`src/rtl/uart_fifo_ctrl.sv`:
```
// UART with parameterised frame format, runtime baud divisor and FWFT TX/RX FIFOs.
// Reports per-word frame/parity flags, break pulses and a sticky RX overrun.

module uart_fifo_ctrl_fifo #(
  parameter int unsigned Width = 8,
  parameter int unsigned Depth = 16
) (
  input  logic                    clk_i,
  input  logic                    reset_i,
  input  logic                    push,
  input  logic [Width-1:0]        wdata,
  input  logic                    pop,
  output logic [Width-1:0]        rdata,
  output logic [$clog2(Depth):0]  level,
  output logic                    empty,
  output logic                    full
);
  localparam int unsigned PtrW = $clog2(Depth);
  localparam int unsigned LvlW = PtrW + 1;

  logic [Width-1:0] mem [Depth];
  logic [PtrW-1:0]  wr_ptr;
  logic [PtrW-1:0]  rd_ptr;
  logic             do_push;
  logic             do_pop;

  assign empty   = (level == '0);
  assign full    = (level == LvlW'(Depth));
  assign do_push = push && !full;
  assign do_pop  = pop && !empty;
  assign rdata   = mem[rd_ptr];

  // Storage is reset so the head reads as zero straight out of reset.
  always_ff @(posedge clk_i or posedge reset_i) begin
    if (reset_i) begin
      mem    <= '{default: '0};
      wr_ptr <= '0;
      rd_ptr <= '0;
      level  <= '0;
    end else begin
      if (do_push) begin
        mem[wr_ptr] <= wdata;
        wr_ptr      <= wr_ptr + PtrW'(1);
      end
      if (do_pop) rd_ptr <= rd_ptr + PtrW'(1);
      case ({do_push, do_pop})
        2'b10:   level <= level + LvlW'(1);
        2'b01:   level <= level - LvlW'(1);
        default: ;
      endcase
    end
  end
endmodule

module uart_fifo_ctrl #(
  parameter int unsigned DataBits       = 8,
  parameter int unsigned StopBits       = 1,
  parameter string       ParityBit      = "none",
  parameter int unsigned OversampleRate = 16,
  parameter int unsigned DivWidth       = 16,
  parameter int unsigned TxFifoDepth    = 16,
  parameter int unsigned RxFifoDepth    = 16
) (
  input  logic                          clk_i,
  input  logic                          reset_i,
  input  logic [DivWidth-1:0]           baud_div_i,
  output logic                          uart_txd_o,
  input  logic                          uart_rxd_i,
  input  logic [DataBits-1:0]           tx_data_i,
  input  logic                          tx_valid_i,
  output logic                          tx_ready_o,
  output logic                          tx_idle_o,
  output logic [$clog2(TxFifoDepth):0]  tx_level_o,
  output logic [DataBits-1:0]           rx_data_o,
  output logic                          rx_frame_error_o,
  output logic                          rx_parity_error_o,
  output logic                          rx_valid_o,
  input  logic                          rx_ready_i,
  output logic [$clog2(RxFifoDepth):0]  rx_level_o,
  output logic                          rx_break_o,
  output logic                          rx_overrun_o,
  input  logic                          rx_overrun_clr_i
);
  localparam int unsigned OsW  = $clog2(OversampleRate + 1);
  localparam int unsigned BitW = $clog2(DataBits);
  localparam int unsigned Half = OversampleRate / 2;
  localparam bit HasParity = (ParityBit != "none");
  localparam bit ParOdd    = (ParityBit == "odd");
  localparam bit ParMark   = (ParityBit == "mark");
  localparam bit ParSpace  = (ParityBit == "space");

  typedef enum logic [2:0] {TX_IDLE, TX_START, TX_DATA, TX_PARITY, TX_STOP} tx_state_e;
  typedef enum logic [2:0] {RX_IDLE, RX_START, RX_DATA, RX_PARITY, RX_STOP, RX_WAIT_HIGH} rx_state_e;

  function automatic logic par_of(input logic [DataBits-1:0] d);
    logic p;
    if (ParMark)       p = 1'b1;
    else if (ParSpace) p = 1'b0;
    else if (ParOdd)   p = ~^d;
    else               p = ^d;
    return p;
  endfunction

  // Oversample tick; a new divisor takes effect at the next reload.
  logic [DivWidth-1:0] div_eff;
  logic [DivWidth-1:0] tick_cnt;
  logic                tick;

  assign div_eff = (baud_div_i == '0) ? DivWidth'(1) : baud_div_i;
  assign tick    = (tick_cnt == '0);

  always_ff @(posedge clk_i or posedge reset_i) begin
    if (reset_i)   tick_cnt <= '0;
    else if (tick) tick_cnt <= div_eff - DivWidth'(1);
    else           tick_cnt <= tick_cnt - DivWidth'(1);
  end

  logic [DataBits-1:0] tx_head;
  logic                tx_empty;
  logic                tx_full;
  logic                tx_load;

  uart_fifo_ctrl_fifo #(.Width(DataBits), .Depth(TxFifoDepth)) u_tx_fifo (
    .clk_i   (clk_i),
    .reset_i (reset_i),
    .push    (tx_valid_i),
    .wdata   (tx_data_i),
    .pop     (tx_load),
    .rdata   (tx_head),
    .level   (tx_level_o),
    .empty   (tx_empty),
    .full    (tx_full)
  );

  tx_state_e           tx_state, tx_state_n;
  logic [DataBits-1:0] tx_shift, tx_shift_n, tx_shift_dn;
  logic                tx_par, tx_par_n;
  logic [OsW-1:0]      tx_os, tx_os_n;
  logic [BitW-1:0]     tx_bit, tx_bit_n;
  logic                tx_stop, tx_stop_n;
  logic                txd_q, txd_n;
  logic                tx_bit_end;

  always_ff @(posedge clk_i or posedge reset_i) begin
    if (reset_i) begin
      tx_state <= TX_IDLE;
      tx_shift <= '0;
      tx_par   <= 1'b0;
      tx_os    <= '0;
      tx_bit   <= '0;
      tx_stop  <= 1'b0;
      txd_q    <= 1'b1;
    end else begin
      tx_state <= tx_state_n;
      tx_shift <= tx_shift_n;
      tx_par   <= tx_par_n;
      tx_os    <= tx_os_n;
      tx_bit   <= tx_bit_n;
      tx_stop  <= tx_stop_n;
      txd_q    <= txd_n;
    end
  end

  // Line value for the next bit is registered at each bit boundary.
  always_comb begin
    tx_state_n  = tx_state;
    tx_shift_n  = tx_shift;
    tx_par_n    = tx_par;
    tx_os_n     = tx_os;
    tx_bit_n    = tx_bit;
    tx_stop_n   = tx_stop;
    txd_n       = txd_q;
    tx_load     = 1'b0;
    tx_shift_dn = tx_shift >> 1;
    tx_bit_end  = tick && (tx_os == OsW'(OversampleRate - 1));
    if (tx_state != TX_IDLE && tick) tx_os_n = tx_bit_end ? '0 : tx_os + OsW'(1);
    case (tx_state)
      TX_IDLE:  tx_load = tick && !tx_empty;
      TX_START: if (tx_bit_end) begin
        tx_state_n = TX_DATA;
        txd_n      = tx_shift[0];
        tx_bit_n   = '0;
      end
      TX_DATA: if (tx_bit_end) begin
        if (tx_bit == BitW'(DataBits - 1)) begin
          if (HasParity) begin
            tx_state_n = TX_PARITY;
            txd_n      = tx_par;
          end else begin
            tx_state_n = TX_STOP;
            txd_n      = 1'b1;
            tx_stop_n  = 1'b0;
          end
        end else begin
          tx_shift_n = tx_shift_dn;
          txd_n      = tx_shift_dn[0];
          tx_bit_n   = tx_bit + BitW'(1);
        end
      end
      TX_PARITY: if (tx_bit_end) begin
        tx_state_n = TX_STOP;
        txd_n      = 1'b1;
        tx_stop_n  = 1'b0;
      end
      TX_STOP: if (tx_bit_end) begin
        if (tx_stop == 1'(StopBits - 1)) begin
          if (!tx_empty) tx_load = 1'b1;
          else begin
            tx_state_n = TX_IDLE;
            txd_n      = 1'b1;
          end
        end else begin
          tx_stop_n = 1'b1;
        end
      end
      default: begin
        tx_state_n = TX_IDLE;
        txd_n      = 1'b1;
      end
    endcase
    if (tx_load) begin
      tx_state_n = TX_START;
      tx_shift_n = tx_head;
      tx_par_n   = par_of(tx_head);
      tx_os_n    = '0;
      txd_n      = 1'b0;
    end
  end

  assign uart_txd_o = txd_q;
  assign tx_ready_o = !tx_full;
  assign tx_idle_o  = tx_empty && (tx_state == TX_IDLE);

  logic [1:0] rx_sync;
  logic       rxs;

  always_ff @(posedge clk_i or posedge reset_i) begin
    if (reset_i) rx_sync <= 2'b11;
    else         rx_sync <= {rx_sync[0], uart_rxd_i};
  end
  assign rxs = rx_sync[1];

  rx_state_e           rx_state, rx_state_n;
  logic [DataBits-1:0] rx_shift, rx_shift_n;
  logic [OsW-1:0]      rx_os, rx_os_n, rx_os_inc;
  logic [BitW-1:0]     rx_bit, rx_bit_n;
  logic                rx_par_err, rx_par_err_n;
  logic                rx_parbit, rx_parbit_n;
  logic                rx_break_q, rx_break_n;
  logic                rx_push, rx_frame_err, rx_sample;
  logic                rx_empty, rx_full, overrun_q;
  logic [DataBits+1:0] rx_word;

  uart_fifo_ctrl_fifo #(.Width(DataBits + 2), .Depth(RxFifoDepth)) u_rx_fifo (
    .clk_i   (clk_i),
    .reset_i (reset_i),
    .push    (rx_push),
    .wdata   ({rx_frame_err, rx_par_err, rx_shift}),
    .pop     (rx_ready_i),
    .rdata   (rx_word),
    .level   (rx_level_o),
    .empty   (rx_empty),
    .full    (rx_full)
  );

  always_ff @(posedge clk_i or posedge reset_i) begin
    if (reset_i) begin
      rx_state   <= RX_IDLE;
      rx_shift   <= '0;
      rx_os      <= '0;
      rx_bit     <= '0;
      rx_par_err <= 1'b0;
      rx_parbit  <= 1'b0;
      rx_break_q <= 1'b0;
      overrun_q  <= 1'b0;
    end else begin
      rx_state   <= rx_state_n;
      rx_shift   <= rx_shift_n;
      rx_os      <= rx_os_n;
      rx_bit     <= rx_bit_n;
      rx_par_err <= rx_par_err_n;
      rx_parbit  <= rx_parbit_n;
      rx_break_q <= rx_break_n;
      if (rx_push && rx_full)   overrun_q <= 1'b1;
      else if (rx_overrun_clr_i) overrun_q <= 1'b0;
    end
  end

  // Detection tick is tick 0; bits are sampled OversampleRate ticks apart from mid-start.
  always_comb begin
    rx_state_n   = rx_state;
    rx_shift_n   = rx_shift;
    rx_os_n      = rx_os;
    rx_bit_n     = rx_bit;
    rx_par_err_n = rx_par_err;
    rx_parbit_n  = rx_parbit;
    rx_break_n   = 1'b0;
    rx_push      = 1'b0;
    rx_frame_err = 1'b0;
    rx_os_inc    = rx_os + OsW'(1);
    rx_sample    = tick && (rx_os_inc == OsW'(OversampleRate));
    if (tick && (rx_state inside {RX_DATA, RX_PARITY, RX_STOP}))
      rx_os_n = rx_sample ? '0 : rx_os_inc;
    case (rx_state)
      RX_IDLE: if (tick && !rxs) begin
        rx_state_n = RX_START;
        rx_os_n    = '0;
      end
      RX_START: if (tick) begin
        if (rx_os_inc == OsW'(Half - 1)) begin
          rx_os_n = '0;
          if (rxs) rx_state_n = RX_IDLE;
          else begin
            rx_state_n = RX_DATA;
            rx_bit_n   = '0;
          end
        end else begin
          rx_os_n = rx_os_inc;
        end
      end
      RX_DATA: if (rx_sample) begin
        rx_shift_n = {rxs, rx_shift[DataBits-1:1]};
        if (rx_bit == BitW'(DataBits - 1)) rx_state_n = HasParity ? RX_PARITY : RX_STOP;
        else                               rx_bit_n   = rx_bit + BitW'(1);
      end
      RX_PARITY: if (rx_sample) begin
        rx_parbit_n  = rxs;
        rx_par_err_n = (rxs != par_of(rx_shift));
        rx_state_n   = RX_STOP;
      end
      RX_STOP: if (rx_sample) begin
        if (rxs) begin
          rx_push    = 1'b1;
          rx_state_n = RX_IDLE;
        end else if (rx_shift == '0 && !rx_parbit) begin
          rx_break_n = 1'b1;
          rx_state_n = RX_WAIT_HIGH;
        end else begin
          rx_push      = 1'b1;
          rx_frame_err = 1'b1;
          rx_state_n   = RX_WAIT_HIGH;
        end
      end
      RX_WAIT_HIGH: if (tick && rxs) rx_state_n = RX_IDLE;
      default: rx_state_n = RX_IDLE;
    endcase
  end

  assign rx_data_o         = rx_word[DataBits-1:0];
  assign rx_parity_error_o = rx_word[DataBits];
  assign rx_frame_error_o  = rx_word[DataBits+1];
  assign rx_valid_o        = !rx_empty;
  assign rx_break_o        = rx_break_q;
  assign rx_overrun_o      = overrun_q;
endmodule

```
`config.mk`:
```
export PLATFORM = sky130hd
export DESIGN_NAME = uart_fifo_ctrl
export DESIGN_NICKNAME = d
export VERILOG_FILES = /design/src/rtl/uart_fifo_ctrl.sv
export SDC_FILE = /design/constraint.sdc
export NUM_CORES = 1
export LEC_CHECK = 0
export CAP_MARGIN = 15
export CORE_MARGIN = 2
export CORE_UTILIZATION = 55
export CTS_CLUSTER_SIZE = 30
export DETAILED_ROUTE_END_ITERATION = 8
export PLACE_DENSITY_LB_ADDON = 0.08
export SYNTH_ARGS = -nofsm -noshare
export SYNTH_HDL_FRONTEND = slang
export SYNTH_HIERARCHICAL = 1
export SYNTH_SLANG_ARGS = --single-unit
```
`constraint.sdc`:
```
create_clock -name clk_i -period 10.9 [get_ports clk_i]
set_clock_uncertainty 0.2 [all_clocks]
set_input_delay 2.18 -clock clk_i [delete_from_list [all_inputs] [get_ports clk_i]]
set_output_delay 2.18 -clock clk_i [all_outputs]
set_load 0.01 [all_outputs]
```
==> results by group, run 1 <==
Timing
  – Fin. max-slew vios: 0
  – Endpoints failing setup: 0
  – Final Critical Period: 5.71 ns
  – Worst Hold Slack: 0.168 ns
  – Rel. slew slack: roughly a third
  – RSZ-0062 raised after global routing: false
  – Final worst-path cycle share: 52.4%
  – Final Hold Fails: 0
  – Fin Setup TNS: 0 ns
  – Fmax: approximately 0.18 GHz
  – Worst Tran Pin Value: 0.992 ns

Clock tree
  – CTS clk-pin slew, worst paths: 0.06 ns
  – Number of gates resized after CTS: 0
  – Number of setup buffers added after CTS: 0
  – Bufs on Longest Clock Path: 3
  – CTS Buf Count: 41
  – Clock tree root driver cell: clkbuf_16
  – Hold_buf cts: 0
  – Clock sink count: 375
  – CTS tree: yes
  – H-tree levels: 2
  – Latest clock arrival within the worst-skew pair: 0.53 ns

Setup path
  – Cells on worst reg2reg path: 15
  – Critical R2R Launch: tick_cnt[3]
  – CP arrival: approximately 3.3 ns
  – Reg-to-reg endpoint: u_rx_fifo/level[4]
  – Worst EP required: 8.52 ns
  – Kind of critical path: reg2out
  – CP Capture Type: output port
  – CP max FO: 38
  – Crit path launch type: register
  – Reg2Reg Setup Slack: about 5.8 ns

Global routing
  – Tot GR Track Use: 22.4%
  – Initial antenna violation count: 0
  – First-pass GRT wire length: 64000 µm
  – Total gr overflow: 0
  – Vias in the first global route: 11684
  – Largest net degree at the start of global routing: 102

Power
  – Worst vdd ir: 0.000176 V
  – Pleak: 9.40 nW
  – Net switching power: around 1.4 mW
  – Sequential power share: 42.6%
  – Power Internal: 3.19 mW
  – PD cells: roughly 220 mW/mm²
  – Switching part of the total: 30.7%
  – Clk network pwr share: 29.7%
  – Tot Pwr: between 4 and 5 mW
  – Combinational share of power: 27.7%

Synthesis
  – Syn_area_per_cell: 13.0 µm²
  – Post-synth top area share: 49.6%
  – Synth top area cells: dfrtp_1 (50%), mux2_2 (18%), mux4_2 (4.3%), mux2i_1 (3.0%), nand3_4 (2.2%)
  – Most frequent cell after synthesis: dfrtp_1
  – Post-synth ARST share: 100%
  – Ys Warns: 6
  – Syn Nets: 1510
  – Post-Syn Instances: 1447
  – Top post-synthesis cells by count: dfrtp_1 (372), mux2_2 (300), nand2_1 (84)
  – #FFs+latches synth: ~380
  – Post-synth EDFFs: 0
  – Register area share after synthesis: 50.0%
  – Predominant post-synthesis flop cell: dfrtp_1
  – Cell Area, Synth: 0.0188 mm²
  – Unique cell type count in the Yosys netlist: 79
  – Yosys top cell by area: dfrtp_1

Worst hold path
  – Hold Path Class: reg2reg
  – Hold endpoint: rx_sync[1]
  – Hold_sp: rx_sync[0]
  – Worst Hold Depth: 0

Placement
  – GP Congestion: 0.793
  – Placed cells: 1877
  – Dpl hpwl: ~26000 µm
  – PortBufs: 55

Finish
  – # diodes: 0
  – Area growth syn-to-layout: 11.4%
  – Final Net Count: between 1500 and 2000
  – Layout cell share with drive strength beyond 1: 32.9%
  – Final Core Density: between 60 and 70%
  – Fin cells: about 2000

Detailed routing
  – Antenna Nets Post-Route: 0
  – DR WL/cell: ~20 µm
  – Initial DRC Count: ~550
  – First drt pass iteration count: 5
  – Via Count: 11379
  – DR vias/cell: 5.84
  – Routed WL: between 30000 and 40000 µm
  – Remaining DRCs: 0

Floorplan
  – Die area: ~0.036 mm²
  – Die X: 189 µm
  – IO Pins: 56
  – Row cnt: 67
  – Core Region: 0.0335 mm²
  – Die height: 189 µm
  – Starting density of the core: a little under three fifths

Run
  – Max cap viols: 0

Outcome
  – Status: completed
## layout by cell type (no fill, tap or decap), types with 19 or more instances in the layout
cell type and count:
inv_1 35, mux2_2 300, nor2_1 38, clkbuf_16 41, a22oi_1 19, a221oi_1 19
xnor2_1 25, nand2_1 84, clkdlybuf4s50_1 55, nand3_4 24, a21oi_1 44, ha_1 31
mux4_2 36, o21ai_0 80, dfrtp_1 370, nor2b_1 19, mux2i_1 56
## worst max-delay path by stage
stage / startpoint / to / slack [ns] / depth (start not counted)
after floorplan: reset_i / u_rx_fifo/level[0] / 3.83 / 1
after global placement: u_rx_fifo/rd_ptr[0] / rx_data_o[6] / 5.73 / 6
after detailed placement: baud_div_i[5] / tick_cnt[8] / 5.62 / 11
after CTS: u_rx_fifo/rd_ptr[0] / rx_data_o[6] / 5.11 / 6
after global routing: u_rx_fifo/rd_ptr[0] / rx_parity_error_o / 4.95 / 6
final: u_rx_fifo/rd_ptr[0] / rx_data_o[6] / 5.19 / 6
## cell type report
type / count / area (µm²)
Fill cell: 2622 / 12600
Sequential cell: 375 / 9390
Multi-Input combinational cell: 950 / 8800
Clock buffer: 60 / 1210
Timing Repair Buffer: 66 / 633
Tap cell: 448 / 561
Inverter: 38 / 153
Clock inverter: 13 / 145
## layer usage
| layer | up-vias | part of all wire, % | track usage [%] |
|---|---|---|---|
| met5 | - | 0 | 0 |
| met4 | 0 | 1.8 | 5.17 |
| met3 | 46 | 3.1 | 3.04 |
| met2 | 177 | 48 | 37.2 |
| met1 | 5788 | 47 | 31.5 |
| li1 | 5368 | - | - |
## power by group through the flow
stage	logic (mW)	clock network, mW	registers [mW]
floorplan	1.04	0	1.87
global placement	1.26	0	1.97
detailed placement	1.29	0	1.98
CTS	1.29	1.40	1.96
global route	1.40	1.46	2.01
finish	1.28	1.37	1.96
## stage by stage
stage / area [µm²] / setup WS (ns)
3_3_place_gp: 19500 / 5.73
6_report: 20900 / 5.19
2_1_floorplan: 18800 / 3.83
4_1_cts: 20900 / 5.11
5_1_grt: 20900 / 4.95
3_5_place_dp: 19500 / 5.62
## cell families after synthesis
family | share of synthesized area (%)
compound gates | 7.28
xor+xnor | 1.63
fa+ha+maj | 2.28
buf+inv | 3.07
flops | 50.0
mux | 26.2
simple gates | 9.52
## critical path, cell delays in order (launching register included)
cell and delay [ns]:
dfrtp_4 0.76, buf_4 0.63, mux2i_1 0.17, a221oi_1 0.44, o21ai_0 0.16, nand2_1 0.10
clkdlybuf4s50_1 0.53
## registers in the layout, indices dropped and copies added (netlist names), 4 cells and up
signal,cells
u_tx_fifo/mem,128
u_tx_fifo/rd_ptr,4
rx_shift,8
u_rx_fifo/level,5
u_tx_fifo/wr_ptr,4
rx_os,5
u_tx_fifo/level,5
tick_cnt,16
tx_shift,8
tx_os,5
u_rx_fifo/rd_ptr,4
u_rx_fifo/wr_ptr,4
u_rx_fifo/mem,160
(Power assumes the default switching activity.)
==> run 2, diff against run 1 <==
Clock period 10.9 ns to 4.87 ns, I/O delays scaled along.
==> run 2 against run 1 <==
Largest cell class unchanged. Die area is the same. Clock power increased by 120%. Power rose by 120%. Via count rose by 1.4%. Critical path type is now reg2reg. Final cell count up 0.41%. Sequential share of layout area decreased by 0.21 points. Critical path depth is 8 higher. Routed wire length is 0.96% higher. Core utilization grew 0.29 points. Worst hold slack lost 0.0059 ns. Register-to-register slack worse by 5.4 ns. Critical endpoint is now u_rx_fifo/level[4].
==> results by group, run 2 (synthesis results as in run 1) <==
Finish
  – Commonest non-fill, non-tap cell in the layout: dfrtp_1
  – Max reg flops: 160
  – Largest reg by FF count: u_rx_fifo/mem
  – Final Core Density: 62.6%
  – Final Net Count: 1544
  – Layout cell share with drive strength beyond 1: 32.7%
  – Area growth syn-to-layout: 11.9%
  – # diodes: 0
  – Largest registers: u_rx_fifo/mem x160, u_tx_fifo/mem x128, tick_cnt x16
  – Most frequent cells in the layout: dfrtp_1 (370), mux2_2 (300), nand2_1 (84), o21ai_0 (80), mux2i_1 (56)
  – Fin cells: 1958
  – Fill cells: 2638

Power
  – Clk network pwr share: 29.6%
  – Pleak: 9.42 nW
  – Worst vdd ir: 0.000346 V
  – Net switching power: 3.19 mW
  – Power Internal: 7.18 mW
  – Combinational share of power: 27.4%
  – Switching part of the total: 30.7%
  – PD cells: 494 mW/mm²
  – Sequential power share: 43.0%
  – Tot Pwr: 10.4 mW

Timing
  – RSZ-0062 raised after global routing: false
  – Final Critical Period: 4.47 ns
  – Worst Tran Pin Value: between 1 and 1.5 ns
  – Fin. max-slew vios: 0
  – Endpoints failing setup: 0
  – Fin Setup TNS: 0 ns
  – Final Hold Fails: 0
  – Fmax: 0.224 GHz
  – Final worst-path cycle share: 91.9%
  – Setup ws final: roughly 0.40 ns
  – Rel. slew slack: 27.1%

Detailed routing
  – DR WL/cell: 19.9 µm
  – Initial DRC Count: roughly 550
  – Antenna Nets Post-Route: 0
  – Via Count: 11542
  – Remaining DRCs: 0
  – First drt pass iteration count: 5
  – DR vias/cell: between 5 and 6
  – Routed WL: 38900 µm

Worst hold path
  – Hold_sp: rx_sync[0]
  – Hold endpoint: rx_sync[1]
  – Worst Hold Depth: 0
  – Hold Path Class: reg2reg

Floorplan
  – Starting density of the core: a little under three fifths
  – Die X: 189 µm
  – Core Region: 0.0335 mm²
  – IO Pins: 56
  – Row cnt: 67
  – Die area: around 0.036 mm²
  – Die height: 189 µm

Placement
  – Pre-CTS WS: ~0.37 ns
  – PortBufs: 55
  – GP Congestion: 0.835
  – Placed cells: 1885
  – Dpl hpwl: 26200 µm

Global routing
  – Tot GR Track Use: 22.7%
  – Grt met2 use: approximately two fifths
  – Vias in the first global route: ~12000
  – First-pass GRT wire length: 65300 µm
  – Initial antenna violation count: 0
  – Total gr overflow: 0
  – Gr busiest metal: met2
  – GR Layer Usage met3: between 2 and 3%
  – Largest net degree at the start of global routing: 79
  – Met1 Track Usage GR: 30.5%

Clock tree
  – CTS clk-pin slew, worst paths: 0.06 ns
  – CTS tree: yes
  – CTS Buf Count: 42
  – Number of gates resized after CTS: 0
  – Bufs on Longest Clock Path: 3
  – Clock sink count: 375
  – Number of setup buffers added after CTS: 0
  – Hold_buf cts: 0
  – H-tree levels: 2
  – Clock tree root driver cell: clkbuf_16
  – Latest clock arrival within the worst-skew pair: roughly 0.53 ns

Outcome
  – Status: completed

Setup path
  – Worst EP required: about 5.1 ns
  – CP arrival: 4.68 ns
  – CP max FO: 6
  – Most used cell, CP: ha_1
  – Cells on worst reg2reg path: 14
  – CP cell instances: or4_4 -> nor4_4 -> and4b_1 -> nand3_2 -> nor2_2 -> and2_4 -> inv_1 -> ha_1 -> ha_1 -> nor2b_1 -> o21ai_0 -> a21oi_1 -> or3b_2 -> xnor2_1
  – Crit path launch type: register
  – Critical R2R Launch: tick_cnt[3]
  – Bufs and invs on worst path: 1
  – Reg-to-reg endpoint: u_rx_fifo/level[4]
  – Critical path's top delay family: simple AND/OR/NAND/NOR gates
  – Reg2Reg Setup Slack: approximately 0.4 ns
  – Kind of critical path: reg2reg
  – Slowest CP cell: or4_4
  – CP Capture Type: register
  – Largest stage delay, worst path: 0.56 ns

Run
  – Max cap viols: 0
==> run 2: how the worst max path moves through the flow <==
stage / start / end / cells past startpoint
final: tick_cnt[3] / u_rx_fifo/level[4] / 14
after global routing: rx_os[0] / u_rx_fifo/level[4] / 15
after CTS: tick_cnt[3] / u_rx_fifo/level[4] / 14
after detailed placement: tick_cnt[3] / u_rx_fifo/level[4] / 14
after global placement: tick_cnt[3] / u_rx_fifo/level[4] / 14
after floorplan: tick_cnt[3] / u_rx_fifo/level[4] / 17
==> run 2: routing by layer <==
layer / part of all wire [%] / wire length [µm]
met1: 45 / 17400
met2: 50 / 19600
met3: 3.1 / 1200
met4: 1.9 / 728
met5: 0 / 0
==> run 2: cell type report <==
type	instances	area [µm²]	share of cell area [%]
Sequential cell	375	9390	44.7
Multi-Input combinational cell	950	8800	41.9
Clock buffer	66	1230	5.87
Timing Repair Buffer	74	743	3.54
Tap cell	448	561	2.67
Inverter	38	150	0.715
Clock inverter	7	109	0.519
==> run 2: power groups by stage <==
stage                     sequential (mW)  combinational [mW]  clock (mW)
final                                4.46                2.84        3.07
after global routing                 4.56                3.12        3.28
after CTS                            4.45                2.87        3.17
after detailed placement             4.50                2.86           0
after global placement               4.46                2.80           0
after floorplan                      4.18                2.33           0
==> run 2: metrics by stage <==
| stage | cell area [µm²] | hold slack, ns |
|---|---|---|
| after floorplan | 18800 | 0.145 |
| after global placement | 19600 | 0.146 |
| after detailed placement | 19600 | 0.147 |
| after CTS | 21000 | 0.166 |
| after global routing | 21000 | 0.172 |
| final | 21000 | 0.163 |
==> run 3, diff against run 2 <==
Clock period 4.87 ns to 4.7 ns, I/O delays scaled along.
==> run 3 against run 2 <==
Sequential power grew 3%. Final cell count increased by 0.20%. Global-route usage is 0.25 points lower. Critical path type is now reg2out. Largest cell class unchanged. Largest power group unchanged.
==> results by group, run 3 (synthesis results as in run 1) <==
Placement
  – PortBufs: 55
  – DP Area: 0.0197 mm²
  – Dpl hpwl: 26100 µm
  – Placed cells: 1889
  – Pre-CTS WS: 0.472 ns
  – GP Congestion: 0.821

Setup path
  – CP cell instances: nor4_2 -> nor2b_1 -> nor4b_1 -> clkdlybuf4s50_1
  – Kind of critical path: reg2out
  – Critical R2R Launch: u_tx_fifo/level[1]
  – Bufs and invs on worst path: 1
  – Worst EP required: ~3.6 ns
  – CP arrival: between 3 and 4 ns
  – Reg2Reg Setup Slack: 0.47 ns
  – Crit path launch type: register
  – Largest stage delay, worst path: 0.71 ns
  – Critical path's top delay family: simple AND/OR/NAND/NOR gates
  – CP Capture Type: output port
  – CP max FO: 6
  – Reg-to-reg endpoint: u_tx_fifo/level[4]
  – Cells on worst reg2reg path: 14
  – Slowest CP cell: nor2b_1

Clock tree
  – Bufs on Longest Clock Path: 3
  – Clock tree root driver cell: clkbuf_16
  – H-tree levels: 2
  – Number of setup buffers added after CTS: 0
  – Latest clock arrival within the worst-skew pair: 0.54 ns
  – CTS clk-pin slew, worst paths: 0.06 ns
  – Clock sink count: 375
  – CTS tree: yes
  – Number of gates resized after CTS: 0
  – Hold_buf cts: 0
  – CTS Buf Count: 41

Detailed routing
  – DR WL/cell: 19.7 µm
  – Remaining DRCs: 0
  – DR vias/cell: 5.87
  – Routed WL: 38700 µm
  – Initial DRC Count: 437
  – Via Count: 11511
  – Antenna Nets Post-Route: 0
  – First drt pass iteration count: 5

Power
  – Combinational share of power: 27.2%
  – Power Internal: around 7.6 mW
  – Pleak: 9.49 nW
  – Switching part of the total: a little under a third
  – Worst vdd ir: 0.000442 V
  – Net switching power: around 3.4 mW
  – PD cells: 518 mW/mm²
  – Tot Pwr: 10.9 mW
  – Clk network pwr share: a little under a third
  – Sequential power share: 42.2%

Finish
  – Commonest non-fill, non-tap cell in the layout: dfrtp_1
  – Max reg flops: 160
  – Fill cells: 2660
  – Post-route cell area: 0.0211 mm²
  – Largest registers: u_rx_fifo/mem x160, u_tx_fifo/mem x128, tick_cnt x16
  – # diodes: 0
  – Layout cell share with drive strength beyond 1: 33.6%
  – Fin cells: 1962
  – Area growth syn-to-layout: 12.4%
  – Largest reg by FF count: u_rx_fifo/mem
  – Most frequent cells in the layout: dfrtp_1 (370), mux2_2 (300), nand2_1 (84), o21ai_0 (80), mux2i_1 (56)
  – Final Core Density: 62.9%
  – Final Net Count: 1547

Global routing
  – Total gr overflow: 0
  – Tot GR Track Use: 22.5%
  – Initial antenna violation count: 0
  – First-pass GRT wire length: about 64000 µm
  – Largest net degree at the start of global routing: 77
  – Vias in the first global route: roughly 12000

Outcome
  – Status: completed

Timing
  – Fin. max-slew vios: 0
  – Final Hold Fails: 0
  – Final Critical Period: 4.40 ns
  – RSZ-0062 raised after global routing: false
  – Worst Tran Pin Value: 1.06 ns
  – Rel. slew slack: 28.8%
  – Final worst-path cycle share: between 90% and 100%
  – Fmax: 0.227 GHz
  – Fin Setup TNS: 0 ns
  – Worst Hold Slack: 0.155 ns
  – Setup ws final: 0.301 ns
  – Endpoints failing setup: 0

Floorplan
  – IO Pins: 56
  – Die height: approximately 190 µm
  – Die X: 189 µm
  – Starting density of the core: 56.0%
  – Row cnt: between 60 and 70
  – Core Region: around 0.034 mm²
  – Die area: 0.0356 mm²

Worst hold path
  – Worst Hold Depth: 0
  – Hold endpoint: rx_sync[1]
  – Hold_sp: rx_sync[0]
  – Hold Path Class: reg2reg

Run
  – Max cap viols: 0
-- run 3: changes by cell type in the layout (fill, tap and decap cells not counted) --
| cell | change |
|---|---|
| clkbuf_1 | -10 |
| inv_16 | -1 |
| inv_6 | +1 |
| clkinv_2 | +6 |
| bufinv_16 | +3 |
| clkbuf_8 | +3 |
| buf_12 | +1 |
| buf_4 | +3 |
| clkbuf_16 | -2 |
-- run 3: layer usage --
metal / track usage [%] / vias to the layer above / routed length [µm] / share of wire [%]
li1: - / 5386 / - / -
met1: 29.8 / 5889 / 17400 / 45
met2: 38.3 / 165 / 19400 / 50
met3: 3.56 / 71 / 1150 / 3.0
met4: 6.37 / 0 / 839 / 2.2
met5: 0 / - / 0 / 0
-- run 3: how the worst max path moves through the flow --
stage / startpoint / to / slack, ns / cells past startpoint
after floorplan: tick_cnt[3] / u_rx_fifo/level[4] / 0.46 / 17
after global placement: tick_cnt[3] / u_rx_fifo/level[4] / 0.50 / 14
after detailed placement: tick_cnt[3] / u_rx_fifo/level[4] / 0.47 / 14
after CTS: u_tx_fifo/level[1] / tx_idle_o / 0.29 / 4
after global routing: u_tx_fifo/level[1] / tx_idle_o / 0.13 / 4
final: u_tx_fifo/level[1] / tx_idle_o / 0.30 / 4
-- run 3: layout make-up --
| cell class | count | area (µm²) | share of cell area [%] |
|---|---|---|---|
| sequential | 375 | 9390 | 44.5 |
| multi-input combinational | 950 | 8800 | 41.7 |
| clock buffer | 57 | 1190 | 5.62 |
| timing repair buffer | 78 | 786 | 3.72 |
| tap | 448 | 561 | 2.66 |
| clock inverter | 16 | 218 | 1.03 |
| inverter | 38 | 150 | 0.712 |
-- run 3: power by group through the flow --
stage          clock (mW)  sequential (mW)  combinational (mW)
3_3_place_gp            0             4.62                2.94
5_1_grt              3.55             4.71                3.27
2_1_floorplan           0             4.33                2.42
6_report             3.35             4.61                2.98
3_5_place_dp            0             4.65                3.00
4_1_cts              3.43             4.60                3.01
